`src/rtl/mux_pkg.sv`:
```
// rtl/mux_pkg.sv - mode encodings and channel limits shared by the stream multiplexers
package mux_pkg;

  localparam logic MODE_DIRECT = 1'b0;
  localparam logic MODE_RR     = 1'b1;
  localparam int   MAX_MUX_CH  = 16;

endpackage

```
`src/rtl/rr_arbiter.sv`:
```
// rtl/rr_arbiter.sv - round-robin grant over NUM_CH requests, pointer moves only on advance
module rr_arbiter
  import mux_pkg::*;
#(
  parameter  int NUM_CH  = 4,
  localparam int LEN_SEL = $clog2(NUM_CH)
) (
  input  logic               clk,
  input  logic               rst_n,
  input  logic [NUM_CH-1:0]  req,
  input  logic               advance,
  output logic [LEN_SEL-1:0] gnt,
  output logic               gnt_vld
);

  localparam int PAD_CH = 1 << LEN_SEL;

  logic [LEN_SEL-1:0] ptr;
  logic [PAD_CH-1:0]  req_pad;
  logic [LEN_SEL-1:0] cand;
  int                 idx;

  assign req_pad = PAD_CH'(req);

  // Scan from the farthest channel back to ptr+1 so the nearest requester is written last and wins.
  always_comb begin
    gnt     = ptr;
    gnt_vld = 1'b0;
    idx     = 0;
    cand    = '0;
    for (int k = MAX_MUX_CH; k >= 1; k--) begin
      if (k <= NUM_CH) begin
        idx = int'(ptr) + k;
        if (idx >= NUM_CH) begin
          idx = idx - NUM_CH;
        end
        cand = idx[LEN_SEL-1:0];
        if (req_pad[cand]) begin
          gnt     = cand;
          gnt_vld = 1'b1;
        end
      end
    end
  end

  always_ff @(posedge clk) begin
    if (!rst_n) begin
      ptr <= LEN_SEL'(NUM_CH - 1);
    end else if (advance) begin
      ptr <= gnt;
    end
  end

endmodule

```
`src/rtl/stream_mux_rr.sv`:
```
// rtl/stream_mux_rr.sv - registered N-channel stream mux, directed or round-robin selection
module stream_mux_rr
  import mux_pkg::*;
#(
  parameter  int LEN_DATA = 256,
  parameter  int NUM_CH   = 4,
  localparam int LEN_SEL  = $clog2(NUM_CH)
) (
  input  logic                       clk,
  input  logic                       rst_n,
  input  logic                       mode,
  input  logic [LEN_SEL-1:0]         sel,
  input  logic [NUM_CH*LEN_DATA-1:0] in_data,
  input  logic [NUM_CH-1:0]          in_valid,
  output logic [NUM_CH-1:0]          in_ready,
  output logic [LEN_DATA-1:0]        out_data,
  output logic                       out_valid,
  input  logic                       out_ready,
  output logic [LEN_SEL-1:0]         out_ch
);

  localparam int PAD_CH = 1 << LEN_SEL;

  logic [LEN_SEL-1:0]  arb_gnt;
  logic                arb_gnt_vld;
  logic [LEN_SEL-1:0]  gnt;
  logic                gnt_vld;
  logic                load;
  logic                take;
  logic [PAD_CH-1:0]   valid_pad;
  logic [LEN_DATA-1:0] gnt_data;

  // Zero-padding makes an out-of-range sel read a 0 valid bit, so it can never grant.
  assign valid_pad = PAD_CH'(in_valid);
  assign load      = !out_valid || out_ready;
  assign gnt       = (mode == MODE_DIRECT) ? sel : arb_gnt;
  assign gnt_vld   = (mode == MODE_DIRECT) ? valid_pad[sel] : arb_gnt_vld;
  assign take      = rst_n && load && gnt_vld;

  rr_arbiter #(
    .NUM_CH (NUM_CH)
  ) u_arb (
    .clk     (clk),
    .rst_n   (rst_n),
    .req     (in_valid),
    .advance (take && (mode == MODE_RR)),
    .gnt     (arb_gnt),
    .gnt_vld (arb_gnt_vld)
  );

  always_comb begin
    in_ready = '0;
    gnt_data = '0;
    for (int i = 0; i < NUM_CH; i++) begin
      if (gnt == LEN_SEL'(i)) begin
        in_ready[i] = take;
        gnt_data    = in_data[i*LEN_DATA +: LEN_DATA];
      end
    end
  end

  always_ff @(posedge clk) begin
    if (!rst_n) begin
      out_valid <= 1'b0;
      out_data  <= '0;
      out_ch    <= '0;
    end else if (take) begin
      out_valid <= 1'b1;
      out_data  <= gnt_data;
      out_ch    <= gnt;
    end else if (out_ready) begin
      out_valid <= 1'b0;
    end
  end

endmodule

```
`config.mk`:
```
export PLATFORM = sky130hd
export DESIGN_NAME = stream_mux_rr
export DESIGN_NICKNAME = d
export VERILOG_FILES = /design/src/rtl/mux_pkg.sv /design/src/rtl/rr_arbiter.sv /design/src/rtl/stream_mux_rr.sv
export SDC_FILE = /design/constraint.sdc
export NUM_CORES = 1
export LEC_CHECK = 0
export CORE_AREA = 2 2 512 514
export CTS_BUF_LIST = sky130_fd_sc_hd__clkbuf_8 sky130_fd_sc_hd__clkbuf_16
export CTS_CLUSTER_DIAMETER = 50
export DETAILED_ROUTE_END_ITERATION = 8
export DIE_AREA = 0 0 514 516
export GPL_ROUTABILITY_DRIVEN = 0
export PLACE_DENSITY = 0.32
export SKIP_CTS_REPAIR_TIMING = 1
export SYNTH_ARGS = -nofsm -noshare
export SYNTH_HDL_FRONTEND = slang
export SYNTH_HIERARCHICAL = 1
export SYNTH_SLANG_ARGS = --single-unit
```
`constraint.sdc`:
```
create_clock -name clk -period 4.8 [get_ports clk]
set_clock_uncertainty 0.2 [all_clocks]
set_input_delay 0.96 -clock clk [delete_from_list [all_inputs] [get_ports clk]]
set_output_delay 0.96 -clock clk [all_outputs]
set_load 0.02 [all_outputs]
```
Word-level counts from Yosys, hierarchy flattened. Index checks and enable logic that the tools add are counted.

$add $sub $neg: 8. $lt $le $gt $ge: 9. Eq/ne operators: 3. Muxes and demuxes: 34. Reduce and logical (&&, ||, !) cells: 7.

Operators by type and width (number): 256-bit two-way mux (4); 2-bit two-way mux (9); 1-bit two-way mux (16); 2-bit by 3-bit less-than comparator with 1-bit output (second input constant) (5); 1-bit binary-select mux with 2-bit select (5); 3-bit >= comparator (second input constant) (3); 2-bit by 1-bit subtractor with 2-bit output (second input constant) (4); 2-bit by 2-bit adder with 3-bit output (second input constant) (2); 2-bit by 3-bit adder with 4-bit output (second input constant) (1); 2-bit == test (second input constant) (2); 4-bit by 3-bit >= comparator with 1-bit output (second input constant) (1); 2-bit by 1-bit adder with 3-bit output (second input constant) (1); 1-bit logical AND (3); 2-bit by 1-bit == test with 1-bit output (second input constant) (1); 2-bit logical NOT (1); 2-bit nonzero test (1); 1-bit logical NOT (1); 1-bit logical OR (1).

Register bits after elaboration: 261. Output and inout bits: 263. Logic and storage cells: 65.

Depth between registers and ports, before layout.
Word-level depth: 15. Gate-level depth with buffers: 10. Gate-level depth less buffers: 7.

Hierarchy. The synthesis kept the hierarchy.

Modules (own cells, without submodules): stream_mux_rr (times used 1, cells each 2616, area each 17495.5 um^2, seq. area each 5185.0 um^2); rr_arbiter (times used 1, cells each 24, area each 170.2 um^2, seq. area each 40.0 um^2).

Least setup slack after synthesis. No wires, ideal clock.

Path type: input to output. From: in in_valid[3]. To: out in_ready[0]. Data arrival time: 2.567 ns. Slack: 1.073 ns. Stages: 8. Path buffers: 3. Path through: nor2b_2 -> o21ai_1 -> o21ai_0 -> mux2_2 -> buf_2 -> buf_2 -> buf_2 -> nor3_1.

Cells in the longest elaborated chain, start to end: 9.

Ends and longest elaborated chain: start, declared (RTL line stream_mux_rr.sv:14) `input logic [NUM_CH-1:0] in_valid,`; 1-bit binary-select mux with 2-bit select (RTL line rr_arbiter.sv:38) `if (req_pad[cand]) begin`; 1-bit two-way mux (not written as such) (RTL line rr_arbiter.sv:38); 2-bit two-way mux (3 in a row) (RTL line rr_arbiter.sv:38); 2-bit two-way mux (*) (RTL line rr_arbiter.sv:38); named net arb_gnt[1] (RTL line stream_mux_rr.sv:24) `logic [LEN_SEL-1:0] arb_gnt;`; 2-bit two-way mux (*) (RTL line stream_mux_rr.sv:36) `assign gnt = (mode == MODE_DIRECT) ? sel : arb_gnt;`; 2-bit logical NOT (*) (RTL line stream_mux_rr.sv:55) `if (gnt == LEN_SEL'(i)) begin`; 1-bit two-way mux (*) (RTL line stream_mux_rr.sv:55); end, declared (RTL line stream_mux_rr.sv:15) `output logic [NUM_CH-1:0] in_ready,`.

Mark *: on every way through the listed nets, which the timed path passes. The rest lies on a longest branch. The select of a mux whose other input is x is not followed.

Final worst setup path.
From: in in_valid[1]. To: out in_ready[2].

Cells in the longest elaborated chain, start to end: 9.

Ends and longest elaborated chain (RTL line): 1-bit binary-select mux with 2-bit select (rr_arbiter.sv:38); 1-bit two-way mux (not written as such) (rr_arbiter.sv:38); 2-bit two-way mux (3 in a row) (rr_arbiter.sv:38); 2-bit two-way mux (*) (rr_arbiter.sv:38); named net arb_gnt[0] (stream_mux_rr.sv:24); 2-bit two-way mux (*) (stream_mux_rr.sv:36); 2-bit == test (*) (stream_mux_rr.sv:55); 1-bit two-way mux (*) (stream_mux_rr.sv:55).

Marked as above.

==> flow_summary.json <==
{
  "design.die.area_mm2": 0.265,
  "mostFrequentLayoutCells": "1290 x clkdlybuf4s50_1, 1029 x nand2_1, 512 x and3_1, 261 x dfxtp_1, 259 x o211ai_1",
  "start_util_pct": 6.81,
  "final_common_cell": "clkdlybuf4s50_1",
  "end_kind": "output pin",
  "nFillCells": 29800,
  "syn_area_mm2": 0.0177,
  "arrival_ns": 3.57,
  "cp_cell_sequence": "clkdlybuf4s50_1 > inv_1 > a2bb2oi_1 > o211ai_1 > a21o_4 > nor3_1 > clkdlybuf4s50_1",
  "vias_per_cell": 3.46,
  "worstHoldPathType": "reg -> reg",
  "dpl-instance-area_mm2": 0.0345,
  "fp.dieH_um": 516,
  "cts_buffers": 86,
  "cts_tree": "done",
  "first_pass_iters": 5,
  "cts-htree-levels": 3,
  "finalCriticalPeriod_ns": 4.73,
  "max_cap_viol_count": 0,
  "max_stage_delay_ns": 0.67,
  "wl_um": 196000,
  "relSlewSlack_pct": 20.8,
  "syn_inst": 2640,
  "peakVddDrop_uv": 267,
  "root_buffer": "clkbuf_16",
  "num_vias": 25300,
  "grt_pass1_vias": 26200,
  "synth_area_leader_cell": "dfxtp_1",
  "drv_slew": 0,
  "cts_sinks": 261,
  "crit_family": "buffers and inverters",
  "postLayoutCellArea_mm2": 0.0377,
  "synth-edff-count": 0,
  "p_leak_nw": 14.8,
  "cp-start-kind": "primary input",
  "ys_ff_latch": 261,
  "tightest_slew_ns": 1.19,
  "crit_buf_inv": 3,
  "grt_max_degree": 126,
  "timing.fmax_mhz": 212,
  "hold_viol_final": 0,
  "portBuffers": 1296,
  "fin_tns_setup_ns": 0,
  "criticalPathCategory": "in -> out",
  "stdcell_count": 7301,
  "yosys_warnings": 6,
  "rsz0062_at_grt": "false",
  "cp.required_ns": 3.64,
  "clk_latency_ns": 0.72,
  "antenna_found_initial": 89,
  "hpwlAfterDp_um": 159000,
  "grt_overflow": 0,
  "io_pins": 1297,
  "cts_buffer_depth": 3,
  "seq_area_frac_synth_pct": 29.6,
  "layout-drive-gt1-share_pct": 5.93,
  "drcViolationCount": 0,
  "setup_viol": 0,
  "ys_types": 30,
  "drt_iter0_markers": 1572,
  "power_w": 0.0133,
  "status": "finished, final reports clean",
  "synthTopCellsByArea": "dfxtp_1 30%, nand2_1 22%, and3_1 18%",
  "slowest_stage": "clkdlybuf4s50_1",
  "grt_first_pass_wirelength_um": 252000,
  "synthFlopType": "dfxtp_1",
  "final_net_count": 4839,
  "fp-row-count": 187,
  "yosysTopAreaCellShare_pct": 29.6,
  "ant_nets": 0,
  "async_flop_share_pct": 0,
  "core_area_mm2": 0.259,
  "track_usage_pct": 14.1,
  "power_density_mw_per_mm2": 354,
  "cp_max_fo": 6,
  "syn_avg_cell_area_um2": 6.69,
  "die_x_um": 514,
  "clk_pin_slew_ns": 0.05,
  "wl_per_cell_um": 26.9,
  "dp.cells": 7119,
  "synth_fp_nets": 3674,
  "area.growth.synth_to_final_pct": 113,
  "fin_crit_sh_pct": 98.5,
  "cp_common_cell": "clkdlybuf4s50_1"
}
[worst reg2reg max path, cell delays in order (launching register included)]
cell	delay (ns)
dfxtp_1	0.40
a2bb2oi_1	0.29
o211ai_1	0.24
a21oi_4	0.22
buf_4	0.56
buf_4	0.82
and3_1	0.53
o31ai_1	0.12
[kinds of logic after synthesis]
logic type      share of synthesized area, %
mux                                    0.361
flops                                   29.6
compound gates                          22.4
buf+inv                                 7.21
simple gates                            40.5
[report_power, final]
group	total (W)	switching [W]	leakage [nW]	internal [W]
logic	0.00451	0.00257	11.1	0.00194
clock network	0.00611	0.00204	1.54	0.00407
registers	0.00271	0.000218	2.16	0.00249
[per-layer routing]
layer  up-vias  track usage, %  part of all wire [%]
met5         -               0                  0.22
met2      1272            22.9                    45
li1      11700               -                     -
met1     12000            16.2                    40
met3       234            7.60                    13
met4        66            3.30                   2.3
[layout make-up]
type / count / area, µm² / share of cell area (%)
repair buffers: 1363 / 13800 / 36.7
multi-input cells: 2090 / 11200 / 29.8
flip-flops and latches: 261 / 5230 / 13.9
well taps: 3402 / 4260 / 11.3
clock buffers: 103 / 2400 / 6.36
clock inverters: 57 / 663 / 1.76
diodes: 22 / 55.1 / 0.146
inverters: 3 / 11.3 / 0.0299
[worst paths after layout]
kind,start,endpoint,slack (ns),depth (start not counted)
max,in_valid[1],in_ready[2],0.07,7
min,out_ch[0]$_SDFFE_PN0P_,out_ch[0]$_SDFFE_PN0P_,0.26,2
max reg2reg,u_arb/ptr[0]$_SDFFE_PN1P_,out_data[121]$_SDFFE_PN0P_,1.31,7
min reg2reg,out_ch[0]$_SDFFE_PN0P_,out_ch[0]$_SDFFE_PN0P_,0.26,2
[flip-flops by register name, indices dropped and copies added, names as in the netlist]
name / flops
out_data: 256
out_ch: 2
u_arb/ptr: 2
out_valid: 1
[synth_stat cells, drive strengths merged, types with 2 or more instances]
master	number
and3	512
buf	138
clkbuf	148
dfxtp	261
inv	3
mux2	3
mux2i	3
nand2	1030
nand2b	2
nor2	5
nor2b	3
nor3	4
o211ai	259
o21ai	4
o31ai	257
[stage by stage]
stage / utilization (%) / worst slack (ns) / hold WS [ns]
after floorplan: - / 1.07 / 0.327
after global placement: 13.3 / -0.346 / 0.246
after detailed placement: 13.3 / -0.301 / 0.253
after CTS: 14.5 / -0.307 / 0.261
after global routing: 14.5 / 0.0000895 / 0.280
final: 14.5 / 0.0740 / 0.257
No activity file was read; power rests on OpenSTA's default activity.
